File: config.mk
export PLATFORM = sky130hd
export DESIGN_NAME = pipe_ctrl
export DESIGN_NICKNAME = d
export VERILOG_FILES = /design/src/rtl/pipe_ctrl.sv
export SDC_FILE = /design/constraint.sdc
export NUM_CORES = 1
export LEC_CHECK = 0
export ABC_AREA = 0
export CAP_MARGIN = 10
export CORE_ASPECT_RATIO = 1.75
export CORE_MARGIN = 3
export CORE_UTILIZATION = 28
export CTS_CLUSTER_SIZE = 20
export DETAILED_ROUTE_END_ITERATION = 12
export HOLD_SLACK_MARGIN = 0.08
export PLACE_DENSITY = 0.91
export SLEW_MARGIN = 20
export SYNTH_ARGS = -nofsm -noshare
export SYNTH_HDL_FRONTEND = slang
export SYNTH_SLANG_ARGS = --single-unit
File: constraint.sdc
create_clock -name clk -period 2.8 [get_ports clk]
set_clock_uncertainty 0.2 [all_clocks]
set_input_delay 0.56 -clock clk [delete_from_list [all_inputs] [get_ports clk]]
set_output_delay 0.56 -clock clk [all_outputs]
set_load 0.03 [all_outputs]
File: src/rtl/pipe_ctrl.sv
`default_nettype none
// ============================================================================
//  Module   : pipe_ctrl
//  Purpose  : Sequencing controller for the five-stage pipeline. Drives the
//             enable/flush pair of the PC and the IF/ID, ID/EX, EX/MEM and
//             MEM/WB registers. Resolves memory wait states, multi-cycle EX
//             operations, load-use hazards and taken-branch redirects in a
//             fixed priority order.
//  Options  : PIPE_CTRL_PERF_EN - keep saturating stall/flush counters;
//             when undefined both counter outputs are tied to zero.
//  Revision : 1.0 - initial release
// ============================================================================
module pipe_ctrl #(
    parameter int REG_ADDR_W = 5,
    parameter int CNT_W      = 32
) (
    input  logic                  clk,
    input  logic                  rst,
    input  logic [REG_ADDR_W-1:0] id_rs1_i,
    input  logic [REG_ADDR_W-1:0] id_rs2_i,
    input  logic                  id_rs1_used_i,
    input  logic                  id_rs2_used_i,
    input  logic [REG_ADDR_W-1:0] ex_rd_i,
    input  logic                  ex_is_load_i,
    input  logic                  ex_is_mc_i,
    input  logic                  ex_redirect_i,
    input  logic                  mem_req_i,
    input  logic                  mem_ready_i,
    input  logic                  mc_done_i,
    output logic                  mc_start_o,
    output logic                  pc_en_o,
    output logic                  ifid_en_o,
    output logic                  idex_en_o,
    output logic                  exmem_en_o,
    output logic                  memwb_en_o,
    output logic                  ifid_flush_o,
    output logic                  idex_flush_o,
    output logic                  exmem_flush_o,
    output logic                  memwb_flush_o,
    output logic                  redirect_take_o,
    output logic [CNT_W-1:0]      stall_cycles_o,
    output logic [CNT_W-1:0]      flush_events_o
);

    typedef enum logic [1:0] {
        RUN     = 2'd0,
        MC_BUSY = 2'd1,
        MC_DONE = 2'd2
    } state_t;

    state_t state_q, state_d;

    logic w_mem_stall;
    logic w_load_use;
    logic w_mc_hold;

    assign w_mem_stall = mem_req_i & ~mem_ready_i;

    assign w_load_use = ex_is_load_i && (ex_rd_i != '0) &&
                        ((id_rs1_used_i && (id_rs1_i == ex_rd_i)) ||
                         (id_rs2_used_i && (id_rs2_i == ex_rd_i)));

    // The multi-cycle result is held back in MC_DONE until MEM can move,
    // so EX/MEM captures it on the same edge the pipeline resumes.
    assign w_mc_hold = ((state_q == RUN)     &  ex_is_mc_i) |
                       ((state_q == MC_BUSY) & ~mc_done_i)  |
                       ((state_q == MC_DONE) &  w_mem_stall);

    // Multi-cycle handshake state register.
    always_ff @(posedge clk) begin
        if (rst) begin
            state_q <= RUN;
        end else begin
            state_q <= state_d;
        end
    end

    // Next state, start pulse and prioritised pipeline controls.
    always_comb begin
        state_d         = state_q;
        mc_start_o      = 1'b0;
        pc_en_o         = 1'b0;
        ifid_en_o       = 1'b0;
        idex_en_o       = 1'b0;
        exmem_en_o      = 1'b0;
        memwb_en_o      = 1'b0;
        ifid_flush_o    = 1'b0;
        idex_flush_o    = 1'b0;
        exmem_flush_o   = 1'b0;
        memwb_flush_o   = 1'b0;
        redirect_take_o = 1'b0;

        if (rst) begin
            state_d = RUN;
        end else begin
            case (state_q)
                RUN: begin
                    // Start is deferred while MEM stalls so it fires once.
                    if (ex_is_mc_i && !w_mem_stall) begin
                        mc_start_o = 1'b1;
                        state_d    = MC_BUSY;
                    end
                end
                MC_BUSY: begin
                    if (mc_done_i) begin
                        state_d = w_mem_stall ? MC_DONE : RUN;
                    end
                end
                MC_DONE: begin
                    if (!w_mem_stall) begin
                        state_d = RUN;
                    end
                end
                default: state_d = RUN;
            endcase

            if (w_mem_stall) begin
                memwb_en_o    = 1'b1;
                memwb_flush_o = 1'b1;
            end else if (w_mc_hold) begin
                exmem_en_o    = 1'b1;
                exmem_flush_o = 1'b1;
                memwb_en_o    = 1'b1;
            end else if (ex_redirect_i) begin
                // ID and IF hold wrong-path instructions; redirect wins
                // over a simultaneous load-use hazard.
                pc_en_o         = 1'b1;
                ifid_en_o       = 1'b1;
                idex_en_o       = 1'b1;
                exmem_en_o      = 1'b1;
                memwb_en_o      = 1'b1;
                ifid_flush_o    = 1'b1;
                idex_flush_o    = 1'b1;
                redirect_take_o = 1'b1;
            end else if (w_load_use) begin
                idex_en_o    = 1'b1;
                idex_flush_o = 1'b1;
                exmem_en_o   = 1'b1;
                memwb_en_o   = 1'b1;
            end else begin
                pc_en_o    = 1'b1;
                ifid_en_o  = 1'b1;
                idex_en_o  = 1'b1;
                exmem_en_o = 1'b1;
                memwb_en_o = 1'b1;
            end
        end
    end

`ifdef PIPE_CTRL_PERF_EN
    localparam logic [CNT_W-1:0] c_one = {{(CNT_W-1){1'b0}}, 1'b1};

    logic [CNT_W-1:0] stall_q;
    logic [CNT_W-1:0] flush_q;

    // Saturating counters of frozen-PC cycles and taken redirects.
    always_ff @(posedge clk) begin
        if (rst) begin
            stall_q <= '0;
            flush_q <= '0;
        end else begin
            if (!pc_en_o && (stall_q != '1)) begin
                stall_q <= stall_q + c_one;
            end
            if (redirect_take_o && (flush_q != '1)) begin
                flush_q <= flush_q + c_one;
            end
        end
    end

    assign stall_cycles_o = stall_q;
    assign flush_events_o = flush_q;
`else
    assign stall_cycles_o = '0;
    assign flush_events_o = '0;
`endif

endmodule
`default_nettype wire

======== Word level (Yosys, flattened, before mapping) ========
Index checks and enable logic that the tools add are counted.
word-level totals
  register bits after elaboration ......... 2
  bits in latches ......................... 0
  memory bits (writable) .................. 0
  bits in read-only memories .............. 0
  bits of input ports ..................... 25
  memories ................................ 0
operators by class
  add/sub/neg operators ................... 0
  multipliers ............................. 0
  div/mod/pow operators ................... 0
  order comparisons ....................... 0
  equality and inequality tests ........... 7
  shifts and indexed selects .............. 0
  muxes and demuxes ....................... 33
  bitwise operators ....................... 8
  reductions and logical operators ........ 10
operator list
  kind                  number
  $mux W1               28
  $eq A5 B5 Y1          2
  $mux W2               4
  $pmux W2 S3           1
  $logic_and A1 B1 Y1   5
  $reduce_bool A5 Y1    1
  $and A1 B1 Y1         4
  $ne A2 B2 Y1 const B  2
  $reduce_and A3 Y1     1
  $eq A2 B1 Y1 const B  1
  $eq A2 B2 Y1 const B  1
  $logic_not A2 Y1      1
  $ne A2 B1 Y1 const B  1
  $not A1 Y1            2
  $or A1 B1 Y1          2
  $logic_not A1 Y1      1
  $logic_or A1 B1 Y1    1

======== Depth between registers and ports, before layout ========
Gate-level depths: netlist (run 1).
  depth after elaboration ................. 9
  depth in mapped cells ................... 5
  mapped depth without buffers ............ 5

======== Worst setup path after synthesis (run 1) ========
OpenSTA, ideal clock, no wires.
  kind .................................... input to output
  start point ............................. input port rst
  end point ............................... output port mc_start_o
  arrival time ............................ 1.991 ns
  path slack .............................. 0.049 ns
  cell stages on the path ................. 3
  path through ............................ inv_1 nand2_1 nor4b_1
between the ends
  cells in the longest elaborated chain, start to end .. 1
RTL lines
  item                RTL line  text
  start: declaration  18        input logic rst,
  $mux W1             93        if (rst) begin
  end: declaration    30        output logic mc_start_o,
No other way between the ends.

======== Worst setup path after layout (run 1) ========
  start point ............................. input port ex_rd_i[1]
  end point ............................... output port pc_en_o
between the ends
  cells in the longest elaborated chain, start to end .. 9
  elaborated cells between the ends (all ways) .. 13
  classes of those cells .................. eq/ne (2); mux (5); reduce/logical (6)
RTL lines
  item                                           RTL line  text
  start: declaration                             23        input logic [REG_ADDR_W-1:0] ex_rd_i,
  $eq A5 B5 Y1, on equally long branches         60, 61
  $logic_and A1 B1 Y1, on equally long branches  60, 61
  $logic_or A1 B1 Y1                             60        ((id_rs1_used_i && (id_rs1_i == ex_rd_i)) ||
  $logic_and A1 B1 Y1 (*)                        59        assign w_load_use = ex_is_load_i && (ex_rd_i != '0) &&
  $mux W1 (*)                                    135       end else if (w_load_use) begin
  $mux W1 (*)                                    124       end else if (ex_redirect_i) begin
  $mux W1 (*)                                    120       end else if (w_mc_hold) begin
  $mux W1 (*)                                    117       if (w_mem_stall) begin
  $mux W1 (*)                                    93
  end: declaration                               31        output logic pc_en_o,
Every way passes the cells marked *; elsewhere a longest branch is shown, timed or not.

==> results of run 1 <==
-- path summary, 6_finish.rpt --
path,to,slack (ns),cells past startpoint
min,state_q[0],0.36,2
max reg2reg,state_q[0],1.41,3
max,pc_en_o,0.08,6
min reg2reg,state_q[0],0.36,2
-- kinds of logic after synthesis --
| group | after synthesis | share of synthesized area, % |
|---|---|---|
| other | 1 | 0.471 |
| flip-flops | 2 | 5.03 |
| AO/OA/AOI/OAI | 5 | 5.03 |
| AND/OR/NAND/NOR | 18 | 14.0 |
| multiplexers | 1 | 1.26 |
| buffers and inverters | 68 | 63.2 |
| XOR/XNOR | 10 | 11.0 |
-- metrics by stage --
step | worst slack, ns | cells | TNS [ns] | power [W]
2_1_floorplan | 0.0492 | 168 | 0 | 0.000263
3_3_place_gp | -0.203 | 166 | -0.503 | 0.000252
3_5_place_dp | -0.136 | 166 | -0.393 | 0.000254
4_1_cts | -0.0207 | 169 | -0.0207 | 0.000367
5_1_grt | 0.0241 | 169 | 0 | 0.000382
6_report | 0.0760 | 169 | 0 | 0.000366
-- metal layers --
| layer | GRT usage (%) | vias up | share of wire [%] |
|---|---|---|---|
| met1 | 5.08 | 252 | 24 |
| met5 | 0 | - | 0 |
| li1 | - | 280 | - |
| met2 | 17.4 | 85 | 53 |
| met3 | 1.42 | 4 | 20 |
| met4 | 5.98 | 0 | 2.7 |
-- placed cells by master, fill, tap and decap left out, drive strengths merged, types with 2 or more instances in the layout --
| master | count |
|---|---|
| nor4 | 2 |
| dlymetal6s2s | 5 |
| dfxtp | 2 |
| dlygate4sd2 | 6 |
| clkbuf | 3 |
| buf | 11 |
| nor2 | 4 |
| inv | 2 |
| conb | 64 |
| and2 | 3 |
| xor2 | 8 |
| clkdlybuf4s50 | 15 |
| nor3 | 2 |
| xnor2 | 2 |
-- critical path, cell delays in order --
cell	delay [ns]
dlygate4sd2_1	0.28
xor2_1	0.18
nor4_2	0.28
a32oi_1	0.15
o31a_1	0.35
buf_6	0.16
-- power breakdown --
part,switching (W),internal (W)
logic,0.000164,0.0000565
registers,0.00000189,0.0000302
clock network,0.0000222,0.0000909
-- cell type report --
type                            instances  area, sq um  share of cell area, %
Sequential cell                         2         40.0                   4.14
Clock buffer                            3         41.3                   4.27
Inverter                                2         7.51                  0.776
Tap cell                               27         33.8                   3.49
Timing Repair Buffer                   37          355                   36.7
Multi-Input combinational cell         98          489                   50.6
-- repair_timing --
item,4_1_cts,5_1_grt
endpoints found under the setup margin,3,2
setup buffers,0,0
hold buffers,0,0
pin swaps,3,4
gates resized for setup,7,6
==> reports/results.txt, run 1 <==
status - finished clean
CTS Buf Count - 3
Worst Path Required - 2.04 ns
Hold Crit Start - state_q[0]
DR vias - 621
Slew Viols, Final - 0
YS warnings - 0
IO Port Bufs - 35
min Tclk post-route - 2.72 ns
RSZ-0062 raised after global routing - false
Clock Pin Slew Worst Setup and Hold Paths - 0.03 ns
Distinct cells, synth - 26
flops & latches, synth - 2
Final Hold Slack - 0.355 ns
max cap viols - 0
Total Routed Length - 1600 um
Synth Area per Inst - 7.58 sq um
Lkg Pwr - 0.561 nW
CTS root buf - clkbuf_8
Synth async-reset ratio - 0%
Clock Path Buffers - 2
Critical Path Source - ex_rd_i[1]
count leader, synth - buf_4
DIE HEIGHT - 76.5 um
Pre-antenna DRT Iters - 2
Iteration-0 DRC Markers - 3
H-tree depth - 1
clock sink count - 2
Max IR drop VDD - 0.106 mV
design area - 967 sq um
Synth top area share - 62.3%
HPWL after detailed placement - 1500 um
CORE AREA - 0.00272 sq mm
Largest register FFs - 2
nets@finish - 169
largest net degree at the start of global routing - 6
via/cell ratio - 3.67
Starting Density - 29.2%
top_reg_cell synth - dfxtp_1
Die Area - 0.00354 sq mm
IO Pins - 100
synth cell count leaders - buf_4 (66), xor2_1 (8), nor2_1 (4)
synthesized instance count - 105
Reg2Reg Launch Point - state_q[0]
Final Hold Fails - 0
Tot GR Track Use - 8.36%
Syn-to-layout area delta - 21.5%
vias in the first global route - 538
first-pass GRT wire length - 2060 um
sequential share of the synthesized area - 5.03%
diode count - 0
CP Max Fanout - 3
Critical Path End Type - output port
Hold Path Class - flop to flop
Congestion Overflow GR - 0
Largest regs - state_q x2
Die X - 46.3 um
Data arrival, critical path - 1.96 ns
CTS tree - yes
synthesized area - 796 sq um
DR DRC count - 0
layout cells sized above 1 - 11.3%
routed length per instance - 9.47 um
setup violators final - 0
GP Congestion - 0.733
number of synthesized flops with an enable pin - 0
Power Density - 379 mW/mm^2
Routed Antenna Nets - 0
fillcell total - 274
Critical Path Start Type - input port
clock latency on the worst-skew pair - 0.21 ns
Final Core Density - 35.5%
Largest Register - state_q
Area contributors post-synth - buf_4 (62%), xor2_1 (8.8%), dfxtp_1 (5.0%)
Site Rows - 25
Max Fclk - 367 MHz
Crit Path Class - input port to output port
crit share post-route - 97.3%
DP Area - 913 sq um
leading area contributor after synthesis - buf_4
initial antenna violation count - 0
No activity file was read; power rests on OpenSTA's default activity.
==> inputs of run 2 (changes only) <==
--- a/config.mk
+++ b/config.mk
@@ -5,15 +5,15 @@
 export SDC_FILE = /design/constraint.sdc
 export NUM_CORES = 1
 export LEC_CHECK = 0
-export ABC_AREA = 0
+export ABC_AREA = 1
 export CAP_MARGIN = 10
 export CORE_ASPECT_RATIO = 1.75
 export CORE_MARGIN = 3
-export CORE_UTILIZATION = 28
+export CORE_UTILIZATION = 30
 export CTS_CLUSTER_SIZE = 20
 export DETAILED_ROUTE_END_ITERATION = 12
 export HOLD_SLACK_MARGIN = 0.08
-export PLACE_DENSITY = 0.91
+export PLACE_DENSITY = 0.9
 export SLEW_MARGIN = 20
 export SYNTH_ARGS = -nofsm -noshare
 export SYNTH_HDL_FRONTEND = slang
==> run 2 against run 1 <==
  * Sequential power decreased by 5%
  * Largest power group unchanged
  * Register-to-register slack improved by 0.22 ns
  * Clock power about the same
  * Via count up 28%
  * Design area increased by 9.8%
  * Global-route usage about the same
  * First-iteration DRC count did not move
  * Setup slack gained 0.061 ns
  * Final cell count is 28% higher
  * Combinational power up 8%
  * Critical path type unchanged
==> reports/results.txt, run 2 <==
status - finished clean (unchanged)
first-pass GRT wire length - 2260 um (was 2060 um)
Clock Path Buffers - 2 (unchanged)
Area contributors post-synth - buf_4 (55%), nand2_1 (15%), inv_1 (6.7%) (was buf_4 (62%), xor2_1 (8.8%), dfxtp_1 (5.0%))
CTS root buf - clkbuf_8 (unchanged)
Setup Slack @ Placement - 0.130 ns (was -0.136 ns)
vias in the first global route - 591 (was 538)
IO Pins - 100 (unchanged)
Slew Viols, Final - 0 (unchanged)
routed length per instance - 8.34 um (was 9.47 um)
RSZ-0062 raised after global routing - false (unchanged)
final setup margin - 0.137 ns (was 0.0760 ns)
Largest Register - state_q (unchanged)
flops & latches, synth - 2 (unchanged)
Critical Path Start Type - input port (unchanged)
sequential share of the synthesized area - 4.44% (was 5.03%)
Routed Antenna Nets - 0 (unchanged)
largest net degree at the start of global routing - 5 (was 6)
count leader, synth - buf_4 (unchanged)
Hold Crit Start - state_q[1] (was state_q[0])
synthesized instance count - 153 (was 105)
IO Port Bufs - 35 (unchanged)
CTS tree - yes (unchanged)
Synth Area per Inst - 5.89 sq um (was 7.58 sq um)
CTS Buf Count - 3 (unchanged)
DIE HEIGHT - 78.5 um (was 76.5 um)
Synth async-reset ratio - 0% (unchanged)
Lkg Pwr - 0.675 nW (was 0.561 nW)
HPWL after detailed placement - 1730 um (was 1500 um)
R2R setup slack - 1.63 ns (was 1.41 ns)
Endpoint, Worst Hold - state_q[1] (was state_q[0])
Final Hold Fails - 0 (unchanged)
Synth top area share - 55.0% (was 62.3%)
Hold Path Depth - 2 (unchanged)
Data arrival, critical path - 1.90 ns (was 1.96 ns)
max cap viols - 0 (unchanged)
initial antenna violation count - 0 (unchanged)
Worst Path Required - 2.04 ns (about the same)
Syn-to-layout area delta - 17.9% (was 21.5%)
layout cells sized above 1 - 14.2% (was 11.3%)
leading area contributor after synthesis - buf_4 (unchanged)
Total Routed Length - 1810 um (was 1600 um)
min Tclk post-route - 2.66 ns (was 2.72 ns)
Starting Density - 32.4% (was 29.2%)
Critical Path Source - mem_ready_i (was ex_rd_i[1])
R2R cell count - 6 (was 3)
Site Rows - 25 (unchanged)
H-tree depth - 1 (unchanged)
Pre-antenna DRT Iters - 4 (was 2)
synthesized area - 901 sq um (was 796 sq um)
Hold Path Class - flop to flop (unchanged)
Die Area - 0.00372 sq mm (was 0.00354 sq mm)
Iteration-0 DRC Markers - 3 (unchanged)
Max IR drop VDD - 0.136 mV (was 0.106 mV)
DR DRC count - 0 (unchanged)
setup TNS - 0 ns (unchanged)
CORE AREA - 0.00278 sq mm (was 0.00272 sq mm)
CP Max Fanout - 2 (was 3)
Largest regs - state_q x2 (unchanged)
setup violators final - 0 (unchanged)
YS warnings - 0 (unchanged)
most frequent cells in the layout - conb_1 (64), nand2_1 (35), clkdlybuf4s50_1 (25) (was conb_1 (64), clkdlybuf4s50_1 (15), buf_4 (9))
DR vias - 795 (was 621)
Die X - 47.4 um (was 46.3 um)
GP Congestion - 0.726 (was 0.733)
diode count - 0 (unchanged)
top_reg_cell synth - dfxtp_1 (unchanged)
Distinct cells, synth - 16 (was 26)
most common cell after layout, fill and taps aside - conb_1 (unchanged)
Critical Path End Type - output port (unchanged)
Reg2Reg Launch Point - state_q[0] (unchanged)
synth cell count leaders - buf_4 (66), nand2_1 (35), inv_1 (16), nor2_1 (11), inv_2 (6) (was buf_4 (66), xor2_1 (8), nor2_1 (4))
clock latency on the worst-skew pair - 0.21 ns (about the same)
via/cell ratio - 3.66 (was 3.67)
Crit Path Class - input port to output port (unchanged)
nets@finish - 217 (was 169)
Tot GR Track Use - 8.33% (was 8.36%)
reg-to-reg endpoint - state_q[0] (unchanged)
fillcell total - 305 (was 274)
Congestion Overflow GR - 0 (unchanged)
Power Density - 358 mW/mm^2 (was 379 mW/mm^2)
Clock Pin Slew Worst Setup and Hold Paths - 0.03 ns (about the same)
Max Fclk - 375 MHz (was 367 MHz)
clock sink count - 2 (unchanged)
number of synthesized flops with an enable pin - 0 (unchanged)
crit share post-route - 95.1% (was 97.3%)
Largest register FFs - 2 (unchanged)
==> run 2: power breakdown <==
part | internal, W | switching [W]
clock network | 0.0000907 | 0.0000208
registers | 0.0000300 | 0.000000622
logic | 0.0000601 | 0.000178
==> run 2: worst max path at each step <==
stage,cells past startpoint,endpoint,slack [ns]
6_report,4,exmem_en_o,0.14
5_1_grt,11,pc_en_o,0.03
4_1_cts,4,exmem_en_o,0.12
3_5_place_dp,4,exmem_en_o,0.13
3_3_place_gp,4,exmem_en_o,0.13
2_1_floorplan,8,pc_en_o,0.28
==> run 2: cell families (layout without fill, tap and decap cells) <==
group,count (synthesis),count (layout),synth area share (%)
and+or+nand+nor,59,59,28.5
AOI/OAI and AO/OA,3,3,2.50
DFF,2,2,4.44
buffers and inverters,88,62,64.2
other,1,64,0.416
==> run 2: metal layers <==
metal,track usage (%),routed length [um]
met1,6.13,497
met2,17.2,957
met3,2.06,356
met4,3.32,0
met5,0,0
==> run 2: final cells by class <==
type | instances | area (sq um) | area share, %
Multi-Input combinational cell | 126 | 519 | 48.9
Timing Repair Buffer | 37 | 345 | 32.5
Inverter | 22 | 82.6 | 7.77
Clock buffer | 3 | 41.3 | 3.89
Sequential cell | 2 | 40.0 | 3.77
Tap cell | 27 | 33.8 | 3.18
==> run 2: stage by stage <==
step           hold WS, ns  std cells  cell area, sq um  power [W]  utilization (%)
2_1_floorplan        0.268        216              1140   0.000275                -
3_3_place_gp         0.289        214              1020   0.000265             36.6
3_5_place_dp         0.290        214              1020   0.000268             36.6
4_1_cts              0.295        217              1060   0.000383             38.1
5_1_grt              0.313        217              1060   0.000404             38.2
6_report             0.291        217              1060   0.000380             38.2
==> run 2: worst max-delay path: stages <==
cell and delay (ns):
clkdlybuf4s50_1 0.50, nor2_2 0.07, nor2_4 0.10, clkdlybuf4s50_1 0.68
==> run 2: repair_timing <==
item / CTS / global route
hold buffers: 0 / 0
gates resized for setup: 0 / 1
setup endpoints to repair: 0 / 2
endpoints found under the hold margin: 0 / 0
buffers inserted: 0 / 0
==> inputs of run 3 (changes only) <==
--- a/config.mk
+++ b/config.mk
@@ -14,6 +14,7 @@
 export DETAILED_ROUTE_END_ITERATION = 12
 export HOLD_SLACK_MARGIN = 0.08
 export PLACE_DENSITY = 0.9
+export SETUP_SLACK_MARGIN = 0.1
 export SLEW_MARGIN = 20
 export SYNTH_ARGS = -nofsm -noshare
 export SYNTH_HDL_FRONTEND = slang
==> constraint.sdc (replaced) <==
create_clock -name clk -period 2.8 [get_ports clk]
set_clock_uncertainty 0.2 [all_clocks]
set_input_delay 0.56 -clock clk [delete_from_list [all_inputs] [get_ports clk]]
set_output_delay 0.56 -clock clk [all_outputs]
set_load 0.01 [all_outputs]
==> run 3 against run 2 <==
  * First-iteration DRC count shrank 67%
  * Utilization grew 2.0 points
  * Total power is 22% lower
  * Setup slack improved by 0.087 ns
  * Sequential share of layout area decreased by 0.19 points
  * Routed wire length fell by 1.5%
  * Combinational power decreased by 36%
  * Die area did not move
==> reports/results.txt, run 3 (same netlist as run 2, synthesis figures left out) <==
status - finished clean (unchanged)
Lkg Pwr - 0.738 nW (was 0.675 nW)
total power - 0.000297 W (was 0.000380 W)
CTS root buf - clkbuf_8 (unchanged)
design area - 0.00112 sq mm (was 0.00106 sq mm)
CTS Buf Count - 3 (unchanged)
layout cells sized above 1 - 15.8% (was 14.2%)
routed length per instance - 7.99 um (was 8.34 um)
Critical Path Start Type - input port (unchanged)
Routed Antenna Nets - 0 (unchanged)
final setup margin - 0.224 ns (was 0.137 ns)
Starting Density - 32.4% (unchanged)
Setup Slack @ Placement - -0.182 ns (was 0.130 ns)
Pre-antenna DRT Iters - 2 (was 4)
Clock Pin Slew Worst Setup and Hold Paths - 0.03 ns (about the same)
most common cell after layout, fill and taps aside - conb_1 (unchanged)
CORE AREA - 0.00278 sq mm (unchanged)
Syn-to-layout area delta - 24.2% (was 17.9%)
CP Max Fanout - 4 (was 2)
Clock Path Buffers - 2 (unchanged)
Critical Path End Type - output port (unchanged)
post-CTS setup buffers - 0 (unchanged)
Largest regs - state_q x2 (unchanged)
diode count - 0 (unchanged)
Switching Fraction - 38.3% (was 52.4%)
Total Routed Length - 1780 um (was 1810 um)
initial antenna violation count - 0 (unchanged)
max cap viols - 0 (unchanged)
Iteration-0 DRC Markers - 1 (was 3)
setup violators final - 0 (unchanged)
DP Area - 0.00109 sq mm (was 0.00102 sq mm)
most frequent cells in the layout - conb_1 (64), nand2_1 (34), clkdlybuf4s50_1 (22) (was conb_1 (64), nand2_1 (35), clkdlybuf4s50_1 (25))
DIE HEIGHT - 78.5 um (unchanged)
combinational share of power - 51.0% (was 62.6%)
setup TNS - 0 ns (unchanged)
largest net degree at the start of global routing - 5 (unchanged)
Congestion Overflow GR - 0 (unchanged)
nets@finish - 223 (was 217)
vias in the first global route - 657 (was 591)
fillcell total - 326 (was 305)
H-tree depth - 1 (unchanged)
Max Fclk - 388 MHz (was 375 MHz)
post-cts hold buffer count - 0 (unchanged)
Final Hold Fails - 0 (unchanged)
GP Congestion - 0.671 (was 0.726)
Tot GR Track Use - 8.80% (was 8.33%)
internal power - 0.000184 W (was 0.000181 W)
Worst Path Required - 2.04 ns (about the same)
first-pass GRT wire length - 2430 um (was 2260 um)
IO Port Bufs - 35 (unchanged)
Largest Register - state_q (unchanged)
Hold Path Class - flop to flop (unchanged)
Power Density - 266 mW/mm^2 (was 358 mW/mm^2)
clock latency on the worst-skew pair - 0.21 ns (about the same)
min Tclk post-route - 2.58 ns (was 2.66 ns)
sequential fraction of design power - 10.3% (was 8.1%)
Die Area - 0.00372 sq mm (unchanged)
multi-input combinational cell area - 527 sq um (was 519 sq um)
via/cell ratio - 3.62 (was 3.66)
Largest register FFs - 2 (unchanged)
IO Pins - 100 (unchanged)
Data arrival, critical path - 1.82 ns (was 1.90 ns)
Die X - 47.4 um (unchanged)
Site Rows - 25 (unchanged)
clock sink count - 2 (unchanged)
DR DRC count - 0 (unchanged)
Slew Viols, Final - 0 (unchanged)
DR vias - 808 (was 795)
HPWL after detailed placement - 1640 um (was 1730 um)
Crit Path Class - input port to output port (unchanged)
Switch Pwr - 0.000114 W (was 0.000199 W)
Clock power frac - 38.7% (was 29.4%)
RSZ-0062 raised after global routing - false (unchanged)
register area - 40.0 sq um (unchanged)
crit share post-route - 92.0% (was 95.1%)
Max IR drop VDD - 0.116 mV (was 0.136 mV)
CTS tree - yes (unchanged)
[run 3: area by class of cell]
cell class / instances / area share, %
multi-input combinational: 126 / 47.1
timing repair buffer: 43 / 35.2
inverter: 22 / 7.38
clock buffer: 3 / 3.69
sequential: 2 / 3.58
tap: 27 / 3.02
[run 3: metal layers]
metal / track usage [%] / wire length, um
met5: 0 / 0
met4: 3.32 / 17
met3: 2.98 / 355
met2: 17.7 / 891
met1: 6.55 / 516
[run 3: per-stage QoR]
stage | std cells | util, % | hold slack, ns
floorplan | 216 | - | 0.268
CTS | 223 | 40.1 | 0.298
detailed placement | 220 | 39.0 | 0.293
global placement | 220 | 39.0 | 0.281
global route | 223 | 40.2 | 0.327
finish | 223 | 40.2 | 0.294
[run 3: what timing repair did]
action | 4_1_cts | 5_1_grt
hold endpoints to repair | 0 | 0
resized for setup | 12 | 12
endpoints found under the setup margin | 8 | 4
pin swaps | 0 | 4
cloned | 0 | 0
[run 3: worst paths after layout]
path,to,slack [ns],cells after the start,startpoint
worst max-delay path,ifid_flush_o,0.22,8,mem_ready_i
worst min-delay path,state_q[1],0.29,2,state_q[1]
worst max register to register,state_q[0],1.59,7,state_q[0]
worst min register to register,state_q[1],0.29,2,state_q[1]
[run 3: worst max-delay path, stage by stage]
cell	delay [ns]
clkdlybuf4s50_1	0.50
nor2_2	0.07
nor2_4	0.10
inv_2	0.06
nor2_4	0.14
nand2_2	0.07
inv_1	0.06
dlygate4sd2_1	0.26
[run 3: power groups by stage]
stage	Clock (W)	Combinational, W	Sequential [W]
after global placement	0	0.000155	0.0000309
final	0.000115	0.000152	0.0000306
after floorplan	0	0.000151	0.0000308
after detailed placement	0	0.000157	0.0000310
after CTS	0.000119	0.000152	0.0000306
after global routing	0.000123	0.000171	0.0000307
